### src/rtl/dmem_responder.sv
// Data-memory responder: word-addressed RAM behind valid/ready request and
// response channels, with a fixed number of wait states per access.
module dmem_responder #(
  parameter int DEPTH       = 64,
  parameter int WAIT_CYCLES = 2
) (
  input  logic        clk,
  input  logic        reset,
  input  logic        req_valid,
  output logic        req_ready,
  input  logic        req_we,
  input  logic [31:0] req_addr,
  input  logic [31:0] req_wdata,
  output logic        resp_valid,
  input  logic        resp_ready,
  output logic [31:0] resp_rdata,
  output logic        resp_err,
  output logic        busy
);

  localparam int AW = (DEPTH > 1) ? $clog2(DEPTH) : 1;

  typedef enum logic [1:0] {S_IDLE, S_WAIT, S_RESP} state_t;

  state_t      state, state_n;
  logic [3:0]  cnt, cnt_n;
  logic        commit;
  logic        accept;

  logic        we_q;
  logic [31:0] addr_q, wdata_q;

  logic        c_we;
  logic [31:0] c_addr, c_wdata;
  logic        c_err;
  logic [AW-1:0] c_idx;

  logic [31:0] mem [DEPTH];

  assign req_ready = (state == S_IDLE);
  assign busy      = (state != S_IDLE);
  assign accept    = req_valid && req_ready;

  // A zero-wait commit happens on the accept edge itself, so the live request
  // is used there; every later commit uses the latched copy.
  always_comb begin
    c_we    = we_q;
    c_addr  = addr_q;
    c_wdata = wdata_q;
    if (state == S_IDLE) begin
      c_we    = req_we;
      c_addr  = req_addr;
      c_wdata = req_wdata;
    end
    c_err = (c_addr[1:0] != 2'b00) || (c_addr[31:2] >= 30'(DEPTH));
    c_idx = c_addr[AW+1:2];
  end

  // NOTE: every output of this block gets a default first, so no path leaves
  // a signal unassigned and no latch is inferred.
  always_comb begin
    state_n = state;
    cnt_n   = cnt;
    commit  = 1'b0;
    unique case (state)
      S_IDLE: begin
        if (req_valid) begin
          if (WAIT_CYCLES == 0) begin
            state_n = S_RESP;
            commit  = 1'b1;
          end else begin
            state_n = S_WAIT;
            cnt_n   = 4'(WAIT_CYCLES);
          end
        end
      end
      S_WAIT: begin
        cnt_n = cnt - 4'd1;
        if (cnt == 4'd1) begin
          state_n = S_RESP;
          commit  = 1'b1;
        end
      end
      S_RESP: begin
        if (resp_ready) state_n = S_IDLE;
      end
      default: state_n = S_IDLE;
    endcase
  end

  // NOTE: sequential state uses non-blocking assignments so every register
  // samples pre-edge values regardless of statement order.
  always_ff @(posedge clk) begin
    if (!reset) begin
      state      <= S_IDLE;
      cnt        <= 4'd0;
      resp_valid <= 1'b0;
      resp_rdata <= 32'd0;
      resp_err   <= 1'b0;
    end else begin
      state <= state_n;
      cnt   <= cnt_n;
      if (commit) begin
        resp_valid <= 1'b1;
        resp_err   <= c_err;
        resp_rdata <= (!c_we && !c_err) ? mem[c_idx] : 32'd0;
      end else if (state == S_RESP && resp_ready) begin
        resp_valid <= 1'b0;
      end
    end
  end

  // NOTE: the storage array and request latch carry no reset, which keeps the
  // RAM inferable; the write is gated by reset so an abandoned store never lands.
  always_ff @(posedge clk) begin
    if (accept) begin
      we_q    <= req_we;
      addr_q  <= req_addr;
      wdata_q <= req_wdata;
    end
    if (reset && commit && c_we && !c_err) mem[c_idx] <= c_wdata;
  end

endmodule

### config.mk
export PLATFORM = sky130hd
export DESIGN_NAME = dmem_responder
export DESIGN_NICKNAME = d
export VERILOG_FILES = /design/src/rtl/dmem_responder.sv
export SDC_FILE = /design/constraint.sdc
export NUM_CORES = 2
export LEC_CHECK = 0
export ABC_CLOCK_PERIOD_IN_PS = 6900
export CORE_UTILIZATION = 50
export CTS_CLUSTER_SIZE = 24
export DETAILED_ROUTE_END_ITERATION = 12
export PLACE_DENSITY = 0.66
export SLEW_MARGIN = 20
export SYNTH_ARGS = -nofsm -noshare
export SYNTH_HDL_FRONTEND = slang
export SYNTH_SLANG_ARGS = --single-unit
### constraint.sdc
create_clock -name clk -period 6.9 [get_ports clk]
set_input_delay 0.69 -clock clk [delete_from_list [all_inputs] [get_ports clk]]
set_output_delay 0.69 -clock clk [all_outputs]
set_load 0.01 [all_outputs]
# Word level (Yosys, flattened, before mapping)
# Memories as Yosys holds them, arrays and structs flattened.
# Cells that the tools add are included.
[classes] n_lt_le_gt_ge=1 reduce_logical=16 mux=16 n_eq_ne=6 n_addsub=1
[op_table] op="32-bit two-way mux" count=3
[op_table] op="30-bit by 7-bit greater-or-equal comparator with 1-bit output (second input constant)" count=1
[op_table] op="4-bit one-hot mux with 2 select lines" count=1
[op_table] op="2-bit nonzero test" count=4
[op_table] op="1-bit two-way mux" count=7
[op_table] op="1-bit logical AND" count=6
[op_table] op="2-bit two-way mux" count=3
[op_table] op="2-bit inequality test (second input constant)" count=3
[op_table] op="2-bit one-hot mux with 3 select lines" count=1
[op_table] op="4-bit by 1-bit equality test with 1-bit output (second input constant)" count=1
[op_table] op="4-bit two-way mux" count=1
[op_table] op="4-bit by 1-bit subtractor with 4-bit output (second input constant)" count=1
[op_table] op="3-bit AND reduction" count=1
[op_table] op="2-bit by 1-bit equality test with 1-bit output (second input constant)" count=1
[op_table] op="2-bit equality test (second input constant)" count=1
[op_table] op="1-bit zero test" count=2
[op_table] op="2-bit zero test" count=1
[op_table] op="2-bit AND reduction" count=1
[op_table] op="1-bit logical OR" count=1
[totals] memories=1 ram_bits=2048 inputBits=69 output_inout_bits=36 register_bits=105
[memory_table] name="mem" words=64 width=32 rd=1 rd_ports_with_merged_regs=0 write_ports=1 line="38" rtl="logic [31:0] mem [DEPTH];"

# Longest topological paths before layout
[logic_depth] ltp_word=8 mapped_depth=13

# Worst setup path before layout
# No wires, ideal clock.
[synth_path] path_kind="input port to flip-flop" startpoint="in req_addr[17]" endpoint="mem mem[49][0], enable pin" arrival_ps=3759 setup_time_ps=421 stages=8 slack_ps=2719 cell_sequence="or4_1 -> nor4_1 -> nand3_1 -> a21oi_1 -> nand3_1 -> nor2_1 -> nand3_1 -> nor2_1"
[synth_between] elab_chain_cells=7
[synth_lines] element="start: declaration" line="12" rtl="input logic [31:0] req_addr,"
[synth_lines] element="32-bit two-way mux" line="50" rtl="if (state == S_IDLE) begin"
[synth_lines] element="30-bit by 7-bit greater-or-equal comparator with 1-bit output" line="55" rtl="c_err = (c_addr[1:0] != 2'b00) || (c_addr[31:2] >= 30'(DEPTH));"
[synth_lines] element="1-bit logical OR" line="55"
[synth_lines] element="1-bit zero test" line="121" rtl="if (reset && commit && c_we && !c_err) mem[c_idx] <= c_wdata;"
[synth_lines] element="1-bit logical AND" line="121"
[synth_lines] element="1-bit two-way mux" line="121"
[synth_lines] element="1-bit two-way mux (implied by the code)" line="121"
[synth_lines] element="end: declaration" line="38"
# Every way passes these cells.

# Worst setup path after layout
[layout_path] startpoint="reg state[1]" endpoint="reg resp_rdata[17]"
[layout_between] elab_chain_cells=7 elab_cells_between_ends=13 cone_classes="1 x order compare; 1 x eq/ne; 4 x mux; 6 x reduce/logical; 1 x memory"
[layout_lines] element="start: declaration" line="25" rtl="state_t state, state_n;"
[layout_lines] element="start signal: assignment" line="101" rtl="state <= state_n;"
[layout_lines] element="2-bit zero test" line="50"
[layout_lines] element="32-bit two-way mux" line="50"
[layout_lines] element="30-bit by 7-bit greater-or-equal comparator with 1-bit output / 2-bit nonzero test (equally long branches)" line="55"
[layout_lines] element="1-bit logical OR" line="55"
[layout_lines] element="1-bit zero test" line="106" rtl="resp_rdata <= (!c_we && !c_err) ? mem[c_idx] : 32'd0;"
[layout_lines] element="1-bit logical AND" line="106"
[layout_lines] element="32-bit two-way mux" line="106"
[layout_lines] element="end signal: assignment" line="106"
[layout_lines] element="end: declaration" line="16" rtl="output logic [31:0] resp_rdata,"
# Several ways; a longest one is shown, not always the timed one.
# A chain may end at the register's enable or synchronous reset.

==> results.sh <==
export IMPL_setup_tns_final_ns=0
export IMPL_synth_area_leader_cell="edfxtp_1"
export IMPL_coreArea_um2=161000
export IMPL_worst_pin_slew_ns=1.24
export IMPL_dpl_hpwl_um=153000
export IMPL_cts_buffer_depth=3
export IMPL_setup_viol=0
export IMPL_slew_headroom=0.154
export IMPL_postCtsSetupBuffers=0
export IMPL_p_switching_uw=6850
export IMPL_yosys_warnings=0
export IMPL_grt_pass1_wl_um=372000
export IMPL_fmax_ghz=0.185
export IMPL_drive_gt1_frac=0.112
export IMPL_reg2reg_from="state[1]"
export IMPL_place_area_um2=86100
export IMPL_critPathLaunchType="register"
export IMPL_path_class="register to register"
export IMPL_finalCriticalPeriod_ns=5.42
export IMPL_synth_async_reset_ratio=0
export IMPL_dr_total_vias=52200
export IMPL_dr_pass1_iters=7
export IMPL_drc=0
export IMPL_synth_area_leaders="edfxtp_1 (78%), nand2_1 (5.0%), o22ai_1 (2.6%), a21oi_1 (1.6%), a32oi_1 (1.3%)"
export IMPL_seqCellArea_um2=64300
export IMPL_ios=105
export IMPL_grt_max_degree=94
export IMPL_area_growth_pct=14.5
export IMPL_required_ns=7.69
export IMPL_avgSynthCellArea_um2=15.3
export IMPL_numCtsBuffers=205
export IMPL_ys_ff_latch=2153
export IMPL_die_width_um=404
export IMPL_cp_arrival_ns=6.21
export IMPL_pwr_share_comb=0.087
export IMPL_gp_congestion=0.924
export IMPL_crit_start="state[1]"
export IMPL_clock_latency_ns=0.85
export IMPL_wl_per_cell_um=33.8
export IMPL_pwr_share_seq=0.517
export IMPL_via_per_inst=6.67
export IMPL_grt_pass1_vias=49700
export IMPL_leakagePower_uw=0.0297
export IMPL_totalWireLength_um=265000
export IMPL_synth_top_flop_cell="edfxtp_1"
export IMPL_worstSetupEndpointType="register"
export IMPL_yosysSeqAreaShare=0.794
export IMPL_cts_hold_buf=0
export IMPL_cts_tree="done"
export IMPL_power_density_nw_per_um2=305
export IMPL_fp_dieArea_um2=164000
export IMPL_outcome="finished clean"
export IMPL_nFillCells=12000
export IMPL_gr_total_overflow=0
export IMPL_yosysTopAreaCellShare=0.784
export IMPL_ant_nets=0
export IMPL_cts_sinks=2153
export IMPL_finalInstanceArea_um2=92700
export IMPL_initial_core_util=0.504
export IMPL_multi_input_area_um2=15800
export IMPL_report_final_hold_viol_count=0
export IMPL_drtIter0Drc=7968
export IMPL_htreeDepth=4
export IMPL_syn_area_um2=81000
export IMPL_p_int_uw=21500
export IMPL_grt_util_all_layers=0.322
export IMPL_grt_antenna_before_repair=7
export IMPL_drv_slew=0
export IMPL_syn_num_nets=5380
export IMPL_yosys_top_cells_count="edfxtp_1 (2113), nand2_1 (1069), o22ai_1 (333)"
export IMPL_cts_root_buffer="clkbuf_16"
export IMPL_nets=5572
export IMPL_hold_path_startpoint="req_addr[24]"
export IMPL_post_cts_resized=0
export IMPL_fp_dieH_um=404
export IMPL_synth_most_common_cell="edfxtp_1"
export IMPL_fin_crit_sh=0.785
export IMPL_fin_total_pwr_uw=28300
export IMPL_switching_share=0.242
export IMPL_vdd_drop_max_mv=0.267
export IMPL_maxCapViolations=0
export IMPL_path_clk_slew_ns=0.06
export IMPL_hold_class="primary input to register"
export IMPL_skew_ns=0.0326
export IMPL_synth_edf_count=2113
export IMPL_path_max_fanout=46
export IMPL_synthCells=5309
export IMPL_io_buffers=104
export IMPL_synth_cell_types=70
export IMPL_rows=147
export IMPL_rsz0062_at_grt="false"
export IMPL_clkPwrFrac=0.396
## metal layers
layer  vias to the layer above  part of all wire  track usage  routed length [µm]
met3                       754              0.13       0.0702               35300
met2                      4118              0.45        0.486              119000
met5                         -           0.00012            0                  33
met1                     26300              0.35        0.440               93800
met4                         6             0.062        0.171               16500
li1                      21100                 -            -                   -
## cell usage in the layout, fill, tap and decap left out, types with 18 or more instances in the layout
| cell | Yosys | layout |
|---|---|---|
| buf_4 | 23 | 163 |
| buf_12 | 0 | 33 |
| a22oi_1 | 22 | 18 |
| nor2_4 | 0 | 65 |
| edfxtp_1 | 2113 | 2113 |
| o31ai_1 | 19 | 18 |
| a22o_1 | 18 | 18 |
| nor3_1 | 51 | 50 |
| nand2_1 | 1069 | 1031 |
| clkbuf_1 | 73 | 51 |
| o221ai_1 | 55 | 55 |
| clkinv_2 | 0 | 32 |
| a31oi_1 | 133 | 133 |
| o21ai_0 | 39 | 38 |
| clkdlybuf4s50_1 | 0 | 104 |
| bufinv_16 | 0 | 20 |
| o22ai_1 | 333 | 333 |
| o22a_1 | 19 | 18 |
| clkbuf_16 | 0 | 206 |
| nand2_2 | 1 | 32 |
| dfxtp_1 | 40 | 40 |
| nor2_1 | 213 | 148 |
| mux2i_1 | 76 | 76 |
| clkinv_1 | 0 | 42 |
| nand3_1 | 172 | 172 |
| a21oi_1 | 258 | 258 |
| a32oi_1 | 123 | 123 |
| nor4_1 | 40 | 39 |
## worst max-delay path: stages, from the launching register on
cell and delay [ns]:
dfxtp_1 0.46, or2_2 0.38, inv_2 0.64, nor3_1 0.09
a31oi_1 0.71, nand2b_2 0.72, buf_4 0.37, a41o_1 0.25
o221ai_1 0.35, a2111oi_0 1.13, a22o_1 0.25
## power by group through the flow
| stage | sequential, µW | combinational (µW) | clock, µW |
|---|---|---|---|
| after floorplan | 14900 | 1240 | 0 |
| after global placement | 14900 | 2360 | 0 |
| after detailed placement | 14900 | 2390 | 0 |
| after CTS | 14700 | 2400 | 11200 |
| after global routing | 14700 | 2520 | 11700 |
| final | 14700 | 2460 | 11200 |
## final timing paths
kind              cells past startpoint             end  slack [ns]
hold reg to reg                       2  resp_rdata[15]        0.48
hold / removal                        1      addr_q[24]        0.41
setup / recovery                     10  resp_rdata[17]        1.48
setup reg to reg                     10  resp_rdata[17]        1.48
## stage by stage
stage / std cells / utilization / worst slack, ns / hold WS [ns]
after floorplan: 5309 / - / 2.72 / 0.449
after global placement: 7431 / 0.533 / 0.990 / 0.467
after detailed placement: 7453 / 0.536 / 1.69 / 0.467
after CTS: 7827 / 0.577 / 1.77 / 0.374
after global routing: 7828 / 0.578 / 1.57 / 0.387
final: 7829 / 0.578 / 1.48 / 0.408
## state kept, by name, indices dropped and copies added (netlist names)
register	cells
addr_q	32
cnt	4
mem	2048
resp_err	1
resp_rdata	32
resp_valid	1
state	2
wdata_q	32
we_q	1
## cell families (layout without fill, tap and decap cells)
family          after synthesis  count (layout)  share of synthesized area
compound gates             1134            1134                     0.0943
mux                          84              84                     0.0111
fa+ha+maj                     2               2                   0.000309
other cells                   0               1                          0
flops                      2153            2153                      0.794
buf+inv                     337             696                     0.0198
simple gates               1599            1599                     0.0809
## area by class of cell
| class | instances | area share |
|---|---|---|
| Sequential cell | 2153 | 0.693 |
| Multi-Input combinational cell | 2819 | 0.171 |
| Clock buffer | 260 | 0.0581 |
| Timing Repair Buffer | 315 | 0.0357 |
| Tap cell | 2160 | 0.0291 |
| Clock inverter | 114 | 0.0133 |
| Inverter | 7 | 0.000283 |
| Antenna cell | 1 | 0.0000270 |
(Power assumes the default switching activity.)
